<file path="config.mk">
export PLATFORM = sky130hd
export DESIGN_NAME = reorder_buffer
export DESIGN_NICKNAME = d
export VERILOG_FILES = /design/src/rtl/reorder_buffer.sv
export SDC_FILE = /design/constraint.sdc
export NUM_CORES = 1
export LEC_CHECK = 0
export ABC_AREA = 1
export CAP_MARGIN = 25
export CORE_ASPECT_RATIO = 0.7
export CORE_MARGIN = 4
export CORE_UTILIZATION = 55
export DETAILED_ROUTE_END_ITERATION = 12
export PLACE_DENSITY = 0.73
export SYNTH_ARGS = -nofsm -noshare
export SYNTH_HDL_FRONTEND = slang
export SYNTH_SLANG_ARGS = --single-unit
</file>
<file path="constraint.sdc">
create_clock -name clk -period 3.2 [get_ports clk]
set_clock_uncertainty 0.05 [all_clocks]
set_input_delay 0.48 -clock clk [delete_from_list [all_inputs] [get_ports clk]]
set_output_delay 0.48 -clock clk [all_outputs]
set_load 0.1 [all_outputs]
</file>
<file path="src/rtl/reorder_buffer.sv">
// In-order reorder buffer: allocates at the tail, marks entries complete by address, and retires from the head.
// Latency: a head completion at edge k retires at edge k+1. Registered outputs last one cycle. Up to one retire per cycle.
// Backpressure: rob_full blocks allocation. A retire at the same edge does not unblock it, so rename must watch rob_full.
module reorder_buffer #(
    parameter  int ROB_DEPTH         = 16,
    parameter  int PHY_RF_DEPTH      = 64,
    localparam int ROB_ADDR_WIDTH    = $clog2(ROB_DEPTH),
    localparam int PHY_RF_ADDR_WIDTH = $clog2(PHY_RF_DEPTH)
) (
    input  logic                         clk,
    input  logic                         rst,
    input  logic                         flush,
    input  logic                         alloc_en,
    input  logic                         alloc_has_rd,
    input  logic [PHY_RF_ADDR_WIDTH-1:0] alloc_old_phy_rd,
    input  logic [PHY_RF_ADDR_WIDTH-1:0] alloc_new_phy_rd,
    output logic [ROB_ADDR_WIDTH-1:0]    rob_tail_ptr,
    output logic                         rob_full,
    output logic                         rob_empty,
    output logic [ROB_ADDR_WIDTH:0]      rob_count,
    input  logic                         cpl_en,
    input  logic [ROB_ADDR_WIDTH-1:0]    cpl_rob_addr,
    input  logic                         cpl_exception,
    output logic                         retire_en,
    output logic [ROB_ADDR_WIDTH-1:0]    retire_rob_addr,
    output logic                         free_reg_en,
    output logic [PHY_RF_ADDR_WIDTH-1:0] free_reg_addr,
    output logic                         exception_out,
    output logic [ROB_ADDR_WIDTH-1:0]    exception_rob_addr
);

    typedef struct packed {
        logic                         valid;
        logic                         done;
        logic                         exc;
        logic                         has_rd;
        logic [PHY_RF_ADDR_WIDTH-1:0] old_phy_rd;
        logic [PHY_RF_ADDR_WIDTH-1:0] new_phy_rd;
    } rob_entry_t;

    localparam logic [ROB_ADDR_WIDTH:0] FULL_CNT = (ROB_ADDR_WIDTH+1)'(ROB_DEPTH);

    rob_entry_t                  entries [ROB_DEPTH];
    logic [ROB_ADDR_WIDTH-1:0]   head;
    logic [ROB_ADDR_WIDTH-1:0]   tail;
    logic [ROB_ADDR_WIDTH:0]     count;

    logic head_rdy;
    logic norm_retire;
    logic exc_retire;
    logic alloc_acc;
    logic cpl_acc;

    assign rob_tail_ptr = tail;
    assign rob_count    = count;
    assign rob_full     = (count == FULL_CNT);
    assign rob_empty    = (count == '0);

    // Retire decisions depend only on registered state.
    assign head_rdy    = entries[head].valid && entries[head].done;
    assign norm_retire = head_rdy && !entries[head].exc;
    assign exc_retire  = head_rdy &&  entries[head].exc;
    assign alloc_acc   = alloc_en && !rob_full;
    assign cpl_acc     = cpl_en && entries[cpl_rob_addr].valid &&
                         !(norm_retire && (cpl_rob_addr == head));

    always_ff @(posedge clk) begin
        if (rst) begin
            for (int i = 0; i < ROB_DEPTH; i++) begin
                entries[i] <= '0;
            end
            head               <= '0;
            tail               <= '0;
            count              <= '0;
            retire_en          <= 1'b0;
            retire_rob_addr    <= '0;
            free_reg_en        <= 1'b0;
            free_reg_addr      <= '0;
            exception_out      <= 1'b0;
            exception_rob_addr <= '0;
        end else begin
            retire_en          <= 1'b0;
            retire_rob_addr    <= '0;
            free_reg_en        <= 1'b0;
            free_reg_addr      <= '0;
            exception_out      <= 1'b0;
            exception_rob_addr <= '0;

            if (flush || exc_retire) begin
                for (int i = 0; i < ROB_DEPTH; i++) begin
                    entries[i].valid <= 1'b0;
                    entries[i].done  <= 1'b0;
                    entries[i].exc   <= 1'b0;
                end
                head  <= '0;
                tail  <= '0;
                count <= '0;
                // A flush already discards the faulting instruction, so it reports nothing and frees nothing.
                if (!flush) begin
                    exception_out      <= 1'b1;
                    exception_rob_addr <= head;
                    free_reg_en        <= entries[head].has_rd;
                    free_reg_addr      <= entries[head].has_rd ? entries[head].new_phy_rd : '0;
                end
            end else begin
                if (norm_retire) begin
                    retire_en              <= 1'b1;
                    retire_rob_addr        <= head;
                    free_reg_en            <= entries[head].has_rd;
                    free_reg_addr          <= entries[head].has_rd ? entries[head].old_phy_rd : '0;
                    entries[head].valid    <= 1'b0;
                    head                   <= head + 1'b1;
                end
                if (cpl_acc) begin
                    entries[cpl_rob_addr].done <= 1'b1;
                    entries[cpl_rob_addr].exc  <= cpl_exception;
                end
                if (alloc_acc) begin
                    entries[tail] <= '{valid:      1'b1,
                                       done:       1'b0,
                                       exc:        1'b0,
                                       has_rd:     alloc_has_rd,
                                       old_phy_rd: alloc_old_phy_rd,
                                       new_phy_rd: alloc_new_phy_rd};
                    tail          <= tail + 1'b1;
                end
                case ({alloc_acc, norm_retire})
                    2'b10:   count <= count + 1'b1;
                    2'b01:   count <= count - 1'b1;
                    default: count <= count;
                endcase
            end
        end
    end

endmodule
</file>
Yosys cells after proc, flatten, opt, wreduce, memory -nomap -nowiden
Memory sizes are Yosys's and may differ from the RTL's. A register that Yosys moved wholly into a read port is not among the register bits. Index checks and enable logic that the tools add are counted.

Flip-flop bits (word level): 30. Bits in writable memories: 256. Bits of input ports: 23. Output and inout bits: 28. Word-level logic and storage cells: 174. Memories: 1.

Add/subtract/negate cells: 4. Eq/ne operators: 4. Multiplexer cells: 86. Bitwise operators: 50. Reduce and logical (&&, ||, !) cells: 20.

Memories: entries (words 16, bits a word 16, rd ports 2, clocked after memory_dff 1, write ports 16, line 43) `rob_entry_t entries [ROB_DEPTH];`.

Operators by type and width (count): 2-to-1 mux 1 bit (69); 2-to-1 mux 16 bit (3); bitwise OR 1 bit (48); OR reduction 16 bit (3); 2-to-1 mux 4 bit (8); 2-to-1 mux 6 bit (5); case mux 5 bit (2 select lines) (1); adder 4 x 1 -> 4 bit (second input constant) (2); logical AND 1 bit (7); OR reduction 3 bit (2); adder 5 x 1 -> 5 bit (second input constant) (1); equality test 5 bit (second input constant) (1); zero test 5 bit (1); subtractor 5 x 1 -> 5 bit (second input constant) (1); equality test 4 bit (1); OR reduction 2 bit (2); zero test 1 bit (3); equality test 2 x 1 -> 1 bit (second input constant) (1); equality test 2 bit (second input constant) (1); NOT 1 bit (2); nonzero test 2 bit (1); logical OR 1 bit (1).

Depth between registers and ports, before layout
Gate-level depths: netlist of run 1.

Depth after elaboration: 11. Gate-level depth with buffers: 21. Gate-level depth less buffers: 19.

Worst setup path before layout of run 1
Ideal clock, no wire load.

Kind: flip-flop to output port. From: register count[1], in the netlist rob_count[1]. To: output port rob_empty. Arrival time: 2.444 ns. Data required time: 2.670 ns. Slack: 0.226 ns. Stages on the path, launching flop included: 4. Buffers on the path: 0. Path through: dfxtp_1 > nor4_1 > inv_1 > nor2_1.

Longest elaborated chain between the ends: 1.

RTL lines: from (decl) (line 46) `logic [ROB_ADDR_WIDTH:0] count;`; from (signal assigned) (line 128) `2'b10: count <= count + 1'b1;`; from (signal assigned) (line 129) `2'b01: count <= count - 1'b1;`; from (signal assigned) (line 130) `default: count <= count;`; zero test 5 bit (line 57) `assign rob_empty = (count == '0);`; to (decl) (line 19) `output logic rob_empty,`.

No other way between the ends.

==> metrics.cfg, run 1 <==
[run_status]
status=finished clean

[drt]
final_antenna_net_count=0
via_per_inst=5.82
drt_iter0_drc=1435
routed_wl_um=37600
drc=0
num_vias=10700
first_pass_iters=6
wl_per_cell_um=20.4

[global_routing]
overflow=0
grt_pass1_wl_um=58500
grt_pass1_vias=10000
grt_max_degree=77
antenna_found_initial=1
track_usage_pct=27.4

[setup_path]
r2r_setup_slack_ns=0.40
rr_endpoint=rob_count[4]$_SDFFE_PP0P_
crit_type=reg2reg
end_kind=flop
cp-endpoint=rob_count[4]$_SDFFE_PP0P_
worstPathMaxFanout=11
reg2reg_depth=19
critPathLaunchType=flop
worstPathArrival_ns=3.22
required_ns=3.62

[floorplanning]
die_h_um=138
die-area_um2=26900
fp.dieW_um=194
coreArea_um2=23800
row_count=47
start_util_pct=56.2
pin_count=51

[place]
port_buffers=50
dpl.hpwl_um=24900
globalplace.congestion=1.04
post-place-ws_ns=0.234

[hold_path]
hold_path.class=reg2reg

[power_and_ir_drop]
power.net_switching_mw=1.74
peakVddDrop_uv=429
clock_power_share_pct=43.9
p_leak_nw=6.16
p_per_area_nw_per_um2=532
pwr-share-seq_pct=51.9
p_comb_share_pct=4.2
swShare_pct=21.8
p_int_mw=6.24

[sta]
finalCritPeriodShare_pct=87.4
worst_pin_slew_ns=0.828
final.setup.worst_slack_ns=0.404
finalSetupTns_ns=0
timing_hold_violations_final=0
setup_viol=0
grt_setup_unrepaired=false
max_slew_margin_pct=44.7
period_needed_ns=2.80
max_freq_mhz=358
slew_violations=0

[cells_and_area]
final_net_count=1537
layout_commonest_cell=nor2_1
final_cell_mix=nor2_1 (407), nand2_1 (208), edfxtp_1 (208)
n_antenna_cell=0
drive_gt1_share_pct=10.3
area_growth_pct=12.4

[clocking]
clk_pin_slew_worst_paths_ns=0.06
cts_resized=0
numCtsBuffers=29
htreeDepth=1
clockRootBuffer=clkbuf_16
cts_setup_buffers=0
cts_tree=yes
cts_buffer_depth=3
cts_sinks=290
hold_buffers=0
insertion_delay_ns=0.55

[logic_synthesis]
ys_seq_area_share_pct=59.1
synth_top_area_share_pct=46.8
netlist_area_um2=13300
synth_cell_types=34
avgSynthCellArea_um2=9.12
synthesis.nets=1498
yosys-top-cells-area=edfxtp_1 (47%), dfxtp_1 (12%), nor2_1 (11%), nand2_1 (5.9%), o21ai_0 (4.2%)
synth-edff-count=208
yosysTopAreaCell=edfxtp_1
async_reset_ff_share_pct=0
ys_ff_latch=290
synth_ff_type=edfxtp_1
yosysWarnings=0
synthCells=1463

[flow_run]
drv_cap=0

==> cells by family after synthesis <==
| logic type | share of synthesized area, % |
|---|---|
| buf+inv | 6.48 |
| simple gates | 22.4 |
| flops | 59.1 |
| compound gates | 10.1 |
| xor+xnor | 0.722 |
| fa+ha+maj | 1.13 |
==> cell usage after synthesis, types with 6 or more instances <==
library cell / count
inv_1: 86
clkbuf_1: 49
nand2_1: 208
dfxtp_1: 82
o22ai_1: 26
nand3_1: 84
a21oi_1: 45
edfxtp_1: 208
o21ai_1: 7
buf_2: 13
buf_4: 6
o21ai_0: 113
o211ai_1: 14
o221ai_1: 24
ha_1: 12
nor2_1: 408
nand2_2: 18
xnor2_1: 6
buf_6: 20
==> per-layer routing <==
metal	track usage (%)	part of all wire (%)
met5	0	0.024
met4	4.81	1.6
met3	6.74	13
met2	39.0	41
met1	43.3	44
==> worst min-delay path by stage <==
| stage | start | endpoint | slack (ns) | depth (start not counted) |
|---|---|---|---|---|
| 2_1_floorplan | entries[0][14]$_SDFFE_PP0P_ | entries[0][14]$_SDFFE_PP0P_ | 0.39 | 2 |
| 3_3_place_gp | entries[6][14]$_SDFFE_PP0P_ | entries[6][14]$_SDFFE_PP0P_ | 0.40 | 2 |
| 3_5_place_dp | entries[6][14]$_SDFFE_PP0P_ | entries[6][14]$_SDFFE_PP0P_ | 0.40 | 2 |
| 4_1_cts | entries[6][14]$_SDFFE_PP0P_ | entries[6][14]$_SDFFE_PP0P_ | 0.41 | 2 |
| 5_1_grt | entries[6][14]$_SDFFE_PP0P_ | entries[6][14]$_SDFFE_PP0P_ | 0.44 | 2 |
| 6_report | entries[6][14]$_SDFFE_PP0P_ | entries[6][14]$_SDFFE_PP0P_ | 0.41 | 2 |
==> per-stage QoR <==
| step | area (um2) | total power [mW] | instances | hold WS [ns] | utilization [%] |
|---|---|---|---|---|---|
| finish | 15000 | 7.98 | 1843 | 0.413 | 63.2 |
| global route | 15000 | 8.18 | 1843 | 0.436 | 63.2 |
| CTS | 15000 | 8.00 | 1843 | 0.414 | 63.1 |
| detailed placement | 14000 | 4.55 | 1789 | 0.404 | 59.0 |
| global placement | 14000 | 4.54 | 1789 | 0.398 | 59.0 |
| floorplan | 13300 | 4.40 | 1463 | 0.390 | - |
==> power by group through the flow <==
stage          clock, mW  sequential [mW]  combinational, mW
3_3_place_gp           0             4.21              0.326
2_1_floorplan          0             4.22              0.174
5_1_grt             3.68             4.14              0.359
3_5_place_dp           0             4.22              0.330
6_report            3.50             4.14              0.338
4_1_cts             3.53             4.14              0.332
==> sequential cells by signal, indices dropped and copies added (netlist names), named ones only <==
name                cells
head                    4
retire_rob_addr         4
entries               256
exception_out           1
free_reg_en             1
free_reg_addr           6
retire_en               1
rob_tail_ptr            4
rob_count               5
exception_rob_addr      4
==> critical path, stage by stage (launching register included) <==
cell and delay [ns]:
dfxtp_2 0.43, inv_2 0.14, nand2_1 0.09, nand2_1 0.06
nand2_1 0.06, nand3_1 0.07, nand3_1 0.13, nand2_1 0.11
nor2_2 0.18, ha_2 0.27, xor2_1 0.10, ha_1 0.18
a21oi_1 0.16, inv_1 0.06, nand2_1 0.09, nand2_1 0.05
a21oi_1 0.15, xor2_1 0.16, nand2_1 0.06, a21oi_1 0.12
==> cell type report <==
type / instances / area [um2]
tap: 318 / 398
sequential: 290 / 7890
multi-input combinational: 993 / 4600
fill: 2005 / 8750
inverter: 90 / 340
clock buffer: 42 / 835
timing repair buffer: 98 / 791
clock inverter: 12 / 151
(Power assumes the default switching activity.)
==> inputs of run 2 (changes only) <==
Settings changed: PLACE_DENSITY 0.73 to 0.74.
==> run 2 against run 1 <==
Compared with the run above:
- core utilization is 0.58 points lower
- worst hold slack worse by 0.00088 ns
- fmax decreased by 4.4%
- sequential power about the same
- combinational power shrank 2%
- largest cell class unchanged
- largest power group unchanged
==> metrics.cfg, run 2 (synthesis results as in run 1) <==
[global_routing]
met2_usage_pct=34.8
use_met3_pct=6.71
busiest_layer=met1
overflow=0
track_usage_pct=26.6
grt_pass1_vias=9753
antenna_found_initial=0
grt_pass1_wl_um=56800
grt_max_degree=79
grt_use_met1_pct=44.2

[setup_path]
crit_type=reg2reg
path_cells=inv_2, nand2_1, nand2_1, nand2_1, nand3_1, nand3_1, nand2_1, nor2_2, ha_2, xor2_1, ha_1, a21oi_1, inv_1, nand2_1, nand2_1, a21oi_1, xor2_1, nand2_1, a21oi_1
cp-endpoint=rob_count[4]$_SDFFE_PP0P_
worstPathArrival_ns=3.37
crit_buf_inv=2
crit_slowest_cell=dfxtp_4
critPathLaunchType=flop
reg2reg_depth=19
cp_common_cell=nand2_1
required_ns=3.64
critPathTopFamily=simple AND/OR/NAND/NOR gates
cp.depth=19
r2r_setup_slack_ns=0.27
end_kind=flop
rr_endpoint=rob_count[4]$_SDFFE_PP0P_
cp_slowest_stage_delay_ns=0.46
worstPathMaxFanout=16

[sta]
max_freq_mhz=342
slew_violations=0
finalCritPeriodShare_pct=91.4
setup_viol=0
timing_hold_violations_final=0
finalSetupTns_ns=0
grt_setup_unrepaired=false
period_needed_ns=2.93
max_slew_margin_pct=47.1
worst_pin_slew_ns=0.792

[drt]
wl_per_cell_um=20.0
num_vias=10800
first_pass_iters=6
final_antenna_net_count=0
drt_iter0_drc=1784
routed_wl_um=36800
via_per_inst=5.88
drc=0

[floorplanning]
coreArea_um2=23800
row_count=47
start_util_pct=56.2
die-area_um2=26900
die_h_um=138
fp.dieW_um=194
pin_count=51

[clocking]
numCtsBuffers=29
insertion_delay_ns=0.56
htreeDepth=1
cts_tree=yes
cts_buffer_depth=3
cts_setup_buffers=0
cts_sinks=290
clockRootBuffer=clkbuf_16
clk_pin_slew_worst_paths_ns=0.06

[run_status]
status=finished clean

[power_and_ir_drop]
swShare_pct=22.1
p_int_mw=5.92
peakVddDrop_uv=458
p_comb_share_pct=4.3
power.net_switching_mw=1.68
p_leak_nw=6.10
pwr-share-seq_pct=54.4
clock_power_share_pct=41.2
p_per_area_nw_per_um2=512

[cells_and_area]
largest_register_ffs=256
final_cell_mix=nor2_1 (407), nand2_1 (208), edfxtp_1 (208)
area_growth_pct=11.4
regMostFlops=entries
n_antenna_cell=0
final_net_count=1533
final_util_pct=62.6
drive_gt1_share_pct=9.95
num-fill-cells=2030
layout_commonest_cell=nor2_1

[place]
port_buffers=50
dpl.hpwl_um=25400
globalplace.congestion=0.990

[hold_path]
hold_path.class=reg2reg

[flow_run]
drv_cap=0

run 2: cell count changes in the layout (fill, tap and decap cells not counted), moves of 3 or more:
cell       change
clkinv_2       +3
bufinv_16      -3
clkbuf_8       -3
buf_4          -5
run 2: metrics by stage:
step           power [mW]  area (um2)  worst slack [ns]  hold WS [ns]  instances
2_1_floorplan        4.40       13300             0.226         0.390       1463
3_3_place_gp         4.53       14000             0.275         0.401       1785
3_5_place_dp         4.54       14000            0.0800         0.405       1785
4_1_cts              7.63       14900            0.0852         0.415       1836
5_1_grt              7.84       14900            0.0487         0.433       1836
6_report             7.61       14900             0.275         0.412       1836
run 2: worst min-delay path by stage:
stage | slack, ns | end | start | depth (start not counted)
2_1_floorplan | 0.39 | entries[0][14]$_SDFFE_PP0P_ | entries[0][14]$_SDFFE_PP0P_ | 2
3_3_place_gp | 0.40 | entries[5][14]$_SDFFE_PP0P_ | entries[5][14]$_SDFFE_PP0P_ | 2
3_5_place_dp | 0.41 | entries[6][14]$_SDFFE_PP0P_ | entries[6][14]$_SDFFE_PP0P_ | 2
4_1_cts | 0.41 | entries[6][14]$_SDFFE_PP0P_ | entries[6][14]$_SDFFE_PP0P_ | 2
5_1_grt | 0.43 | entries[3][14]$_SDFFE_PP0P_ | entries[3][14]$_SDFFE_PP0P_ | 2
6_report | 0.41 | entries[6][14]$_SDFFE_PP0P_ | entries[6][14]$_SDFFE_PP0P_ | 2
run 2: worst register-to-register path, stage by stage, from the launching register on:
cell and delay, ns:
dfxtp_4 0.46, inv_2 0.15, nand2_1 0.10, nand2_1 0.05
nand2_1 0.05, nand3_1 0.09, nand3_1 0.14, nand2_1 0.11
nor2_2 0.21, ha_2 0.28, xor2_1 0.10, ha_1 0.20
a21oi_1 0.18, inv_1 0.06, nand2_1 0.09, nand2_1 0.05
a21oi_1 0.15, xor2_1 0.18, nand2_1 0.07, a21oi_1 0.11
run 2: final cells by class:
class / count / area [um2] / share of cell area, %
clock buffers: 40 / 798 / 5.37
clock inverters: 11 / 65.1 / 0.438
repair buffers: 94 / 773 / 5.20
flip-flops and latches: 290 / 7900 / 53.1
multi-input cells: 993 / 4600 / 30.9
inverters: 90 / 340 / 2.29
well taps: 318 / 398 / 2.68
run 2: power groups by stage:
| stage | Combinational, mW | Clock [mW] | Sequential, mW |
|---|---|---|---|
| after global placement | 0.316 | 0 | 4.21 |
| after CTS | 0.322 | 3.17 | 4.14 |
| after floorplan | 0.174 | 0 | 4.22 |
| after global routing | 0.352 | 3.34 | 4.15 |
| after detailed placement | 0.321 | 0 | 4.22 |
| final | 0.330 | 3.14 | 4.14 |
run 2: metal layers:
metal | routed length [um] | part of all wire (%) | vias up
li1 | - | - | 4961
met1 | 16600 | 45 | 5097
met2 | 14400 | 39 | 682
met3 | 5090 | 14 | 60
met4 | 669 | 1.8 | 0
met5 | 0 | 0 | -
run 2: repair_timing:
item	in CTS	in global routing
resized for setup	0	4
hold buffers	0	0
endpoints found under the setup margin	0	1
==> inputs of run 3 (changes only) <==
Settings changed: GPL_TIMING_DRIVEN set to 0, SLEW_MARGIN set to 20.
==> run 3 against run 2 <==
Compared with the run above:
- core utilization rose by 1.5 points
- die area did not move
- global-route usage is 4.6 points higher
- worst hold slack improved by 0.0068 ns
- sequential share of layout area is 1.3 points lower
- clock power grew 2%
- largest cell class unchanged
- highest routed layer unchanged
==> metrics.cfg, run 3 (synthesis results as in run 1) <==
[clocking]
cts_buffer_depth=3
insertion_delay_ns=0.55
cts_sinks=290
cts_tree=yes
htreeDepth=1
numCtsBuffers=28
clockRootBuffer=clkbuf_16
clk_pin_slew_worst_paths_ns=0.06
hold_buffers=0

[setup_path]
worstPathMaxFanout=13
required_ns=3.36
end_kind=flop
worstPathArrival_ns=3.30
crit_type=reg2reg
r2r_setup_slack_ns=0.06
critPathLaunchType=flop

[place]
globalplace.congestion=0.976
placed_area_um2=14200
port_buffers=49
dpl.hpwl_um=30300

[global_routing]
track_usage_pct=31.2
overflow=0
antenna_found_initial=0
grt_pass1_vias=10500
grt_pass1_wl_um=64200
grt_max_degree=16

[sta]
setup_viol=0
grt_setup_unrepaired=true
worst_pin_slew_ns=0.989
max_slew_margin_pct=33.8
slew_violations=0
max_freq_mhz=318
period_needed_ns=3.14
timing.hold.ws_ns=0.419
finalCritPeriodShare_pct=98.2
timing_hold_violations_final=0

[power_and_ir_drop]
p_per_area_nw_per_um2=503
peakVddDrop_uv=382
totalPowerFinal_mw=7.66
p_leak_nw=6.16

[floorplanning]
coreArea_um2=23800
row_count=47
fp.dieW_um=194
die_h_um=138
die-area_um2=26900
pin_count=51
start_util_pct=56.2

[cells_and_area]
final_cell_mix=nor2_1 (407), edfxtp_1 (208), nand2_1 (191)
largest_register_ffs=256
regMostFlops=entries
area_growth_pct=14.1
drive_gt1_share_pct=8.63
layout_commonest_cell=nor2_1
num-fill-cells=1978
final_area_um2=15200
n_antenna_cell=0
final_net_count=1578

[drt]
via_per_inst=6.06
final_antenna_net_count=0
drt_iter0_drc=1928
num_vias=11400
drc=0
routed_wl_um=43500
wl_per_cell_um=23.1
first_pass_iters=6

[run_status]
status=finished clean

[flow_run]
drv_cap=0

[hold_path]
hold_path.class=reg2reg

run 3: cell count changes in the layout (fill, tap and decap cells not counted), moves of 3 or more:
cell,change
buf_4,-67
clkbuf_1,+50
clkdlybuf4s50_1,+25
buf_6,+22
nand2_1,-17
nand2_2,+15
buf_2,+11
inv_1,+4
buf_8,+3
run 3: worst paths after layout:
| kind | to | cells past startpoint | start |
|---|---|---|---|
| max | entries[15][7]$_SDFFCE_PN0P_ | 10 | flop |
| min | entries[4][14]$_SDFFE_PP0P_ | 2 | entries[4][14]$_SDFFE_PP0P_ |
| max reg2reg | entries[15][7]$_SDFFCE_PN0P_ | 10 | flop |
| min reg2reg | entries[4][14]$_SDFFE_PP0P_ | 2 | entries[4][14]$_SDFFE_PP0P_ |
run 3: metrics by stage:
step           std cells  utilization [%]  worst slack [ns]  TNS (ns)
4_1_cts             1882             63.8          0.000503         0
2_1_floorplan       1463                -             0.226         0
3_3_place_gp        1830             59.9            -0.425    -43.66
5_1_grt             1883             64.1           -0.0272   -0.0272
3_5_place_dp        1830             59.9            -0.504    -40.54
6_report            1883             64.1            0.0564         0
run 3: layout make-up:
class	instances	area, um2	area share (%)
multi-input cells	993	4670	30.6
inverters	90	338	2.22
plain buffers	90	566	3.71
well taps	318	398	2.61
flip-flops and latches	290	7890	51.8
clock buffers	39	773	5.08
clock inverters	13	92.6	0.608
repair buffers	50	503	3.30
run 3: critical path, cell delays in order, from the launching register on:
cell,delay (ns)
dfxtp_1,0.46
buf_2,0.40
nand3_1,0.14
nand3_1,0.15
nand2_4,0.13
nand3_2,0.23
nand3_4,0.19
nor2_4,0.22
nand2_2,0.26
buf_6,0.25
nand2_2,0.30
run 3: power by group:
| group | internal (mW) | switching, mW | leakage (nW) | total, mW |
|---|---|---|---|---|
| Clock | 1.77 | 1.42 | 0.443 | 3.19 |
| Combinational | 0.0752 | 0.256 | 2.90 | 0.331 |
| Sequential | 4.11 | 0.0315 | 2.81 | 4.14 |
run 3: what timing repair did:
action | 4_1_cts | 5_1_grt
setup endpoints to repair | 211 | 125
pin swaps | 0 | 1
gates resized for setup | 25 | 15
setup buffers | 0 | 1
run 3: layer usage:
layer	GRT usage [%]	part of all wire (%)
met3	9.36	16
met1	49.8	42
met5	0	0
met4	7.80	2.4
met2	41.4	39
